File: src/rtl/uart_copi_tx_param_if.sv
// Host handshake plus serial/status signals of the parametrised UART transmitter.
// The master side is the word producer. The slave side is the transmitter itself.
interface uart_copi_tx_param_if #(
    parameter int DATA_BITS = 8
);
    logic [DATA_BITS-1:0] DATA_IN;
    logic                 DATA_VALID;
    logic                 DATA_READY;
    logic                 SER_DATA;
    logic                 BUSY;
    logic                 DONE;
    logic [2:0]           STATE;

    modport master (
        output DATA_IN, DATA_VALID,
        input  DATA_READY, SER_DATA, BUSY, DONE, STATE
    );

    modport slave (
        input  DATA_IN, DATA_VALID,
        output DATA_READY, SER_DATA, BUSY, DONE, STATE
    );
endinterface

File: src/rtl/uart_copi_tx_param.sv
// Parametrised UART transmitter sending start, DATA_BITS LSB-first, optional parity and STOP_BITS stop bits.
// Define UART_COPI_TX_PARITY_EN to enable the parity state. Every output is registered.
module uart_copi_tx_param #(
    parameter int DATA_BITS    = 8,
    parameter int STOP_BITS    = 1,
    parameter int CLKS_PER_BIT = 4,
    parameter int PARITY_ODD   = 0
) (
    input logic                 CLK,
    input logic                 RESET,
    uart_copi_tx_param_if.slave bus
);
    localparam int BAUD_W = $clog2(CLKS_PER_BIT + 1);
    localparam int BIT_W  = $clog2(DATA_BITS + 1);

    localparam logic [BAUD_W-1:0] BAUD_LAST = BAUD_W'(CLKS_PER_BIT - 1);
    localparam logic [BIT_W-1:0]  DATA_LAST = BIT_W'(DATA_BITS - 1);
    localparam logic [BIT_W-1:0]  STOP_LAST = BIT_W'(STOP_BITS - 1);

    if (DATA_BITS < 5 || DATA_BITS > 9 || STOP_BITS < 1 || STOP_BITS > 2 ||
        CLKS_PER_BIT < 1 || PARITY_ODD < 0 || PARITY_ODD > 1) begin : gIllegalParams
        $error("uart_copi_tx_param: illegal parameter combination");
    end

    typedef enum logic [2:0] {
        IDLE   = 3'd0,
        START  = 3'd1,
        DATA   = 3'd2,
`ifdef UART_COPI_TX_PARITY_EN
        PARITY = 3'd3,
`endif
        STOP   = 3'd4
    } state_e;

    state_e               state_q, state_d;
    logic [BAUD_W-1:0]    baudCnt_q, baudCnt_d;
    logic [BIT_W-1:0]     bitCnt_q, bitCnt_d;
    logic [DATA_BITS-1:0] shift_q, shift_d;
    logic                 serData_q, serData_d;
    logic                 busy_q, busy_d;
    logic                 done_q, done_d;
    logic                 ready_q, ready_d;
`ifdef UART_COPI_TX_PARITY_EN
    logic                 parity_q, parity_d;
`endif

    logic bitEnd;
    logic accept;

    assign bitEnd = (baudCnt_q == BAUD_LAST);
    assign accept = bus.DATA_VALID && ready_q;

    always_ff @(posedge CLK) begin
        if (RESET) begin
            state_q   <= IDLE;
            baudCnt_q <= '0;
            bitCnt_q  <= '0;
            shift_q   <= '0;
            serData_q <= 1'b1;
            busy_q    <= 1'b0;
            done_q    <= 1'b0;
            ready_q   <= 1'b0;
`ifdef UART_COPI_TX_PARITY_EN
            parity_q  <= 1'b0;
`endif
        end else begin
            state_q   <= state_d;
            baudCnt_q <= baudCnt_d;
            bitCnt_q  <= bitCnt_d;
            shift_q   <= shift_d;
            serData_q <= serData_d;
            busy_q    <= busy_d;
            done_q    <= done_d;
            ready_q   <= ready_d;
`ifdef UART_COPI_TX_PARITY_EN
            parity_q  <= parity_d;
`endif
        end
    end

    always_comb begin
        state_d = state_q;
        case (state_q)
            IDLE:  if (accept) state_d = START;
            START: if (bitEnd) state_d = DATA;
`ifdef UART_COPI_TX_PARITY_EN
            DATA:   if (bitEnd && bitCnt_q == DATA_LAST) state_d = PARITY;
            PARITY: if (bitEnd) state_d = STOP;
`else
            DATA:  if (bitEnd && bitCnt_q == DATA_LAST) state_d = STOP;
`endif
            STOP:  if (bitEnd && bitCnt_q == STOP_LAST) state_d = IDLE;
            default: state_d = IDLE;
        endcase
    end

    // The bit counter restarts on every state change, so the data and stop phases both count from 0.
    always_comb begin
        baudCnt_d = (bitEnd || state_q == IDLE) ? '0 : baudCnt_q + 1'b1;

        bitCnt_d = bitCnt_q;
        if (state_d != state_q) begin
            bitCnt_d = '0;
        end else if (bitEnd && (state_q == DATA || state_q == STOP)) begin
            bitCnt_d = bitCnt_q + 1'b1;
        end

        shift_d = shift_q;
        if (accept) begin
            shift_d = bus.DATA_IN;
        end else if (state_q == DATA && bitEnd) begin
            shift_d = shift_q >> 1;
        end

`ifdef UART_COPI_TX_PARITY_EN
        parity_d = parity_q;
        if (accept) begin
            parity_d = (^bus.DATA_IN) ^ (PARITY_ODD != 0);
        end
`endif

        case (state_d)
            START:   serData_d = 1'b0;
            DATA:    serData_d = shift_d[0];
`ifdef UART_COPI_TX_PARITY_EN
            PARITY:  serData_d = parity_q;
`endif
            default: serData_d = 1'b1;
        endcase

        busy_d  = (state_d != IDLE);
        done_d  = (state_q == STOP) && (state_d == IDLE);
        ready_d = (state_d == IDLE);
    end

    assign bus.DATA_READY = ready_q;
    assign bus.SER_DATA   = serData_q;
    assign bus.BUSY       = busy_q;
    assign bus.DONE       = done_q;
    assign bus.STATE      = state_q;
endmodule

File: src/flat_wrapper.sv
// flat-port wrapper written by rule: the top's interface ports become plain ports
module uart_copi_tx_param_flat 
#(
    parameter int DATA_BITS    = 8,
    parameter int STOP_BITS    = 1,
    parameter int CLKS_PER_BIT = 4,
    parameter int PARITY_ODD   = 0
)
  (CLK, RESET, bus_DATA_IN, bus_DATA_VALID, bus_DATA_READY, bus_SER_DATA, bus_BUSY, bus_DONE, bus_STATE);
  uart_copi_tx_param_if #(.DATA_BITS(DATA_BITS)) bus_i ();
  input logic CLK;
  input logic RESET;
  input wire logic [$bits(bus_i.DATA_IN)-1:0] bus_DATA_IN;
  input wire logic [$bits(bus_i.DATA_VALID)-1:0] bus_DATA_VALID;
  output wire logic [$bits(bus_i.DATA_READY)-1:0] bus_DATA_READY;
  output wire logic [$bits(bus_i.SER_DATA)-1:0] bus_SER_DATA;
  output wire logic [$bits(bus_i.BUSY)-1:0] bus_BUSY;
  output wire logic [$bits(bus_i.DONE)-1:0] bus_DONE;
  output wire logic [$bits(bus_i.STATE)-1:0] bus_STATE;
  assign bus_i.DATA_IN = bus_DATA_IN;
  assign bus_i.DATA_VALID = bus_DATA_VALID;
  assign bus_DATA_READY = bus_i.DATA_READY;
  assign bus_SER_DATA = bus_i.SER_DATA;
  assign bus_BUSY = bus_i.BUSY;
  assign bus_DONE = bus_i.DONE;
  assign bus_STATE = bus_i.STATE;
  uart_copi_tx_param #(.DATA_BITS(DATA_BITS), .STOP_BITS(STOP_BITS), .CLKS_PER_BIT(CLKS_PER_BIT), .PARITY_ODD(PARITY_ODD)) u_core (.CLK(CLK), .RESET(RESET), .bus(bus_i));
endmodule
File: config.mk
export PLATFORM = sky130hd
export DESIGN_NAME = uart_copi_tx_param_flat
export DESIGN_NICKNAME = d
export VERILOG_FILES = /design/src/rtl/uart_copi_tx_param_if.sv /design/src/rtl/uart_copi_tx_param.sv /design/src/flat_wrapper.sv
export SDC_FILE = /design/constraint.sdc
export NUM_CORES = 1
export LEC_CHECK = 0
export CORE_MARGIN = 3
export CORE_UTILIZATION = 50
export CTS_CLUSTER_SIZE = 30
export DETAILED_ROUTE_END_ITERATION = 7
export PLACE_DENSITY = 0.82
export SLEW_MARGIN = 20
export SYNTH_ARGS = -nofsm -noshare
export SYNTH_HDL_FRONTEND = slang
export SYNTH_SLANG_ARGS = --single-unit
File: constraint.sdc
create_clock -name CLK -period 3.5 [get_ports CLK]
set_clock_uncertainty 0.1 [all_clocks]
set_input_delay 0.525 -clock CLK [delete_from_list [all_inputs] [get_ports CLK]]
set_output_delay 0.525 -clock CLK [all_outputs]
set_load 0.005 [all_outputs]
==> reports/qor.yml <==
status: "completed"
grtUsageMet2: 0.318
drtIter0Drc: 6
synthTopCellsByCount: "dfxtp_1 (22), nor2_1 (17), a211oi_1 (6), a21oi_1 (6), mux2i_1 (6)"
ys_seq_area_frac: 0.427
ant_nets: 0
grt_remaining_overflow: 0
nNetsFinal: 140
wirelength_um: 2080
ios: 18
dp_hpwl_um: 1570
cts_tree: "yes"
p_per_area_nw_per_um2: 356
gp_congestion: 0.767
tightest_slew_ns: 0.586
postPlaceCellArea_um2: 1200
synth.distinct_cells: 35
grt.total_usage: 0.179
irDropWorstVdd_mv: 0.245
async_flop_share: 0
synth_edf_count: 0
wl_per_cell_um: 14.1
synthTopCellsByArea: "dfxtp_1 (43%), nor2_1 (6.2%), mux2i_1 (5.8%)"
die_w_um: 51.4
post-synth-top-area-cell: "dfxtp_1"
grt_use_met3: 0.0408
syn_nets: 124
port_buffers: 17
drive_gt1_frac: 0.0488
yosys_warnings: 0
fin_cells: 148
path_max_fanout: 8
design_area_um2: 1220
first_global_vias: 797
cts_buffers: 3
max_freq_mhz: 481
clk-insertion-delay-late_ns: 0.30
drv_slew: 0
placedCellCount: 145
critPathKind: "flip-flop to flip-flop"
met1_usage: 0.223
cp-end-kind: "flip-flop"
ys_ff_latch: 22
reg2reg_depth: 6
clk_pin_slew_ns: 0.11
power_uw: 434
cts_resized: 0
synthFlopType: "dfxtp_1"
hold_path_end: "u_core.baudCnt_q[0]"
busiest_layer: "met2"
vias: 820
r2r_end: "u_core.bus.SER_DATA"
drt-pass1-iter-count: 4
grt_first_pass_wirelength_um: 3600
post-cts-setup-buffers: 0
synth.most_common_cell: "dfxtp_1"
cts_hold_buffers: 0
setup_viol_count_final: 0
synth_top_area_frac: 0.427
finalHoldViolations: 0
crit_path_start_kind: "flip-flop"
final.period_utilization: 0.594
die_h_um: 51.4
max-slew-margin-rel: 0.608
fin_crit_ns: 2.08
syn_to_final_growth_pct: 18.3
cts_root_buf: "clkbuf_4"
clock_path_buffers: 2
core-area_um2: 1840
syn_area_um2: 1030
vias_per_cell: 5.54
cp.arrival_ns: 2.17
drc: 0
finalSetupTns_ns: 0
synth_area_per_cell_um2: 9.46
syn_inst: 109
worstHoldPathCells: 1
hp-class: "flip-flop to flip-flop"
antenna_found_initial: 0
r2r_slack_ns: 1.42
min_from: "u_core.baudCnt_q[0]"
dieArea_um2: 2640
drv_cap: 0
rsz0062_at_grt: "false"
grt_max_degree: 17
initial_core_util: 0.561
cts_num_sinks: 22
critPathRequiredTime_ns: 3.59
rows: 15
diodes: 0
reg2reg_from: "u_core.baudCnt_q[0]"
leakage_nw: 0.417
htree_levels: 1
-- per-layer routing --
| layer | share of wire | vias up |
|---|---|---|
| li1 | - | 415 |
| met1 | 0.46 | 383 |
| met2 | 0.50 | 22 |
| met3 | 0.043 | 0 |
| met4 | 0 | 0 |
| met5 | 0 | - |
-- layout by cell type (no fill, tap or decap), drive strengths merged, types with 2 or more instances in the layout --
master and count:
nand3 2, clkbuf 3, a21oi 6, inv 5, clkdlybuf4s50 17, o21ai 3
nand2b 2, xnor2 4, ha 4, nor2 17, a211oi 7, nor3 3
nor2b 4, dfxtp 22, nand3b 2, nand2 2, mux2i 7
-- sequential cells by signal, indices dropped and copies added (netlist names) --
signal,flops
u_core.bus.BUSY,1
u_core.bus.SER_DATA,1
u_core.bus.STATE,3
u_core.bus.DATA_READY,1
u_core.bitCnt_q,4
u_core.bus.DONE,1
u_core.baudCnt_q,3
u_core.shift_q,8
-- critical path: stages (launching register included) --
cell and delay (ns):
dfxtp_1 0.35, ha_1 0.15, ha_1 0.26, and4bb_1 0.52, mux2_4 0.36, mux2i_4 0.14, a21oi_1 0.09
-- final cells by class --
cell class                      instances  area [um^2]
Clock buffer                            3         22.5
Fill cell                             178          619
Inverter                                5         18.8
Multi-Input combinational cell         76          537
Sequential cell                        22          440
Tap cell                               25         31.3
Timing Repair Buffer                   17          170
-- per-stage QoR --
stage / setup slack [ns] / hold WS (ns) / utilization
2_1_floorplan: 1.71 / 0.299 / -
3_3_place_gp: 1.45 / 0.308 / 0.651
3_5_place_dp: 1.38 / 0.325 / 0.651
4_1_cts: 1.43 / 0.340 / 0.663
5_1_grt: 1.29 / 0.359 / 0.663
6_report: 1.42 / 0.337 / 0.663
-- cell families after synthesis --
logic type | share of synthesized area
AND/OR/NAND/NOR | 0.214
AO/OA/AOI/OAI | 0.130
adder cells (fa/ha/maj) | 0.0485
flip-flops | 0.427
XOR/XNOR | 0.0340
buffers and inverters | 0.0522
multiplexers | 0.0947
-- where the power goes --
group / leakage (nW) / switching (mW) / internal (mW)
clock: 0.0138 / 0.0703 / 0.0401
sequential: 0.179 / 0.00830 / 0.261
combinational: 0.224 / 0.0234 / 0.0305
total: 0.417 / 0.102 / 0.332
-- how the worst max path moves through the flow --
| stage | end | startpoint | cells after the start |
|---|---|---|---|
| floorplan | u_core.bus.SER_DATA | u_core.baudCnt_q[0] | 6 |
| global placement | u_core.bus.SER_DATA | bus_DATA_VALID | 5 |
| detailed placement | u_core.bus.SER_DATA | bus_DATA_VALID | 5 |
| CTS | bus_STATE[2] | u_core.bus.STATE[2] | 1 |
| global route | u_core.bus.SER_DATA | u_core.baudCnt_q[0] | 6 |
| finish | u_core.bus.SER_DATA | u_core.baudCnt_q[0] | 6 |
No activity file was read; power rests on OpenSTA's default activity.
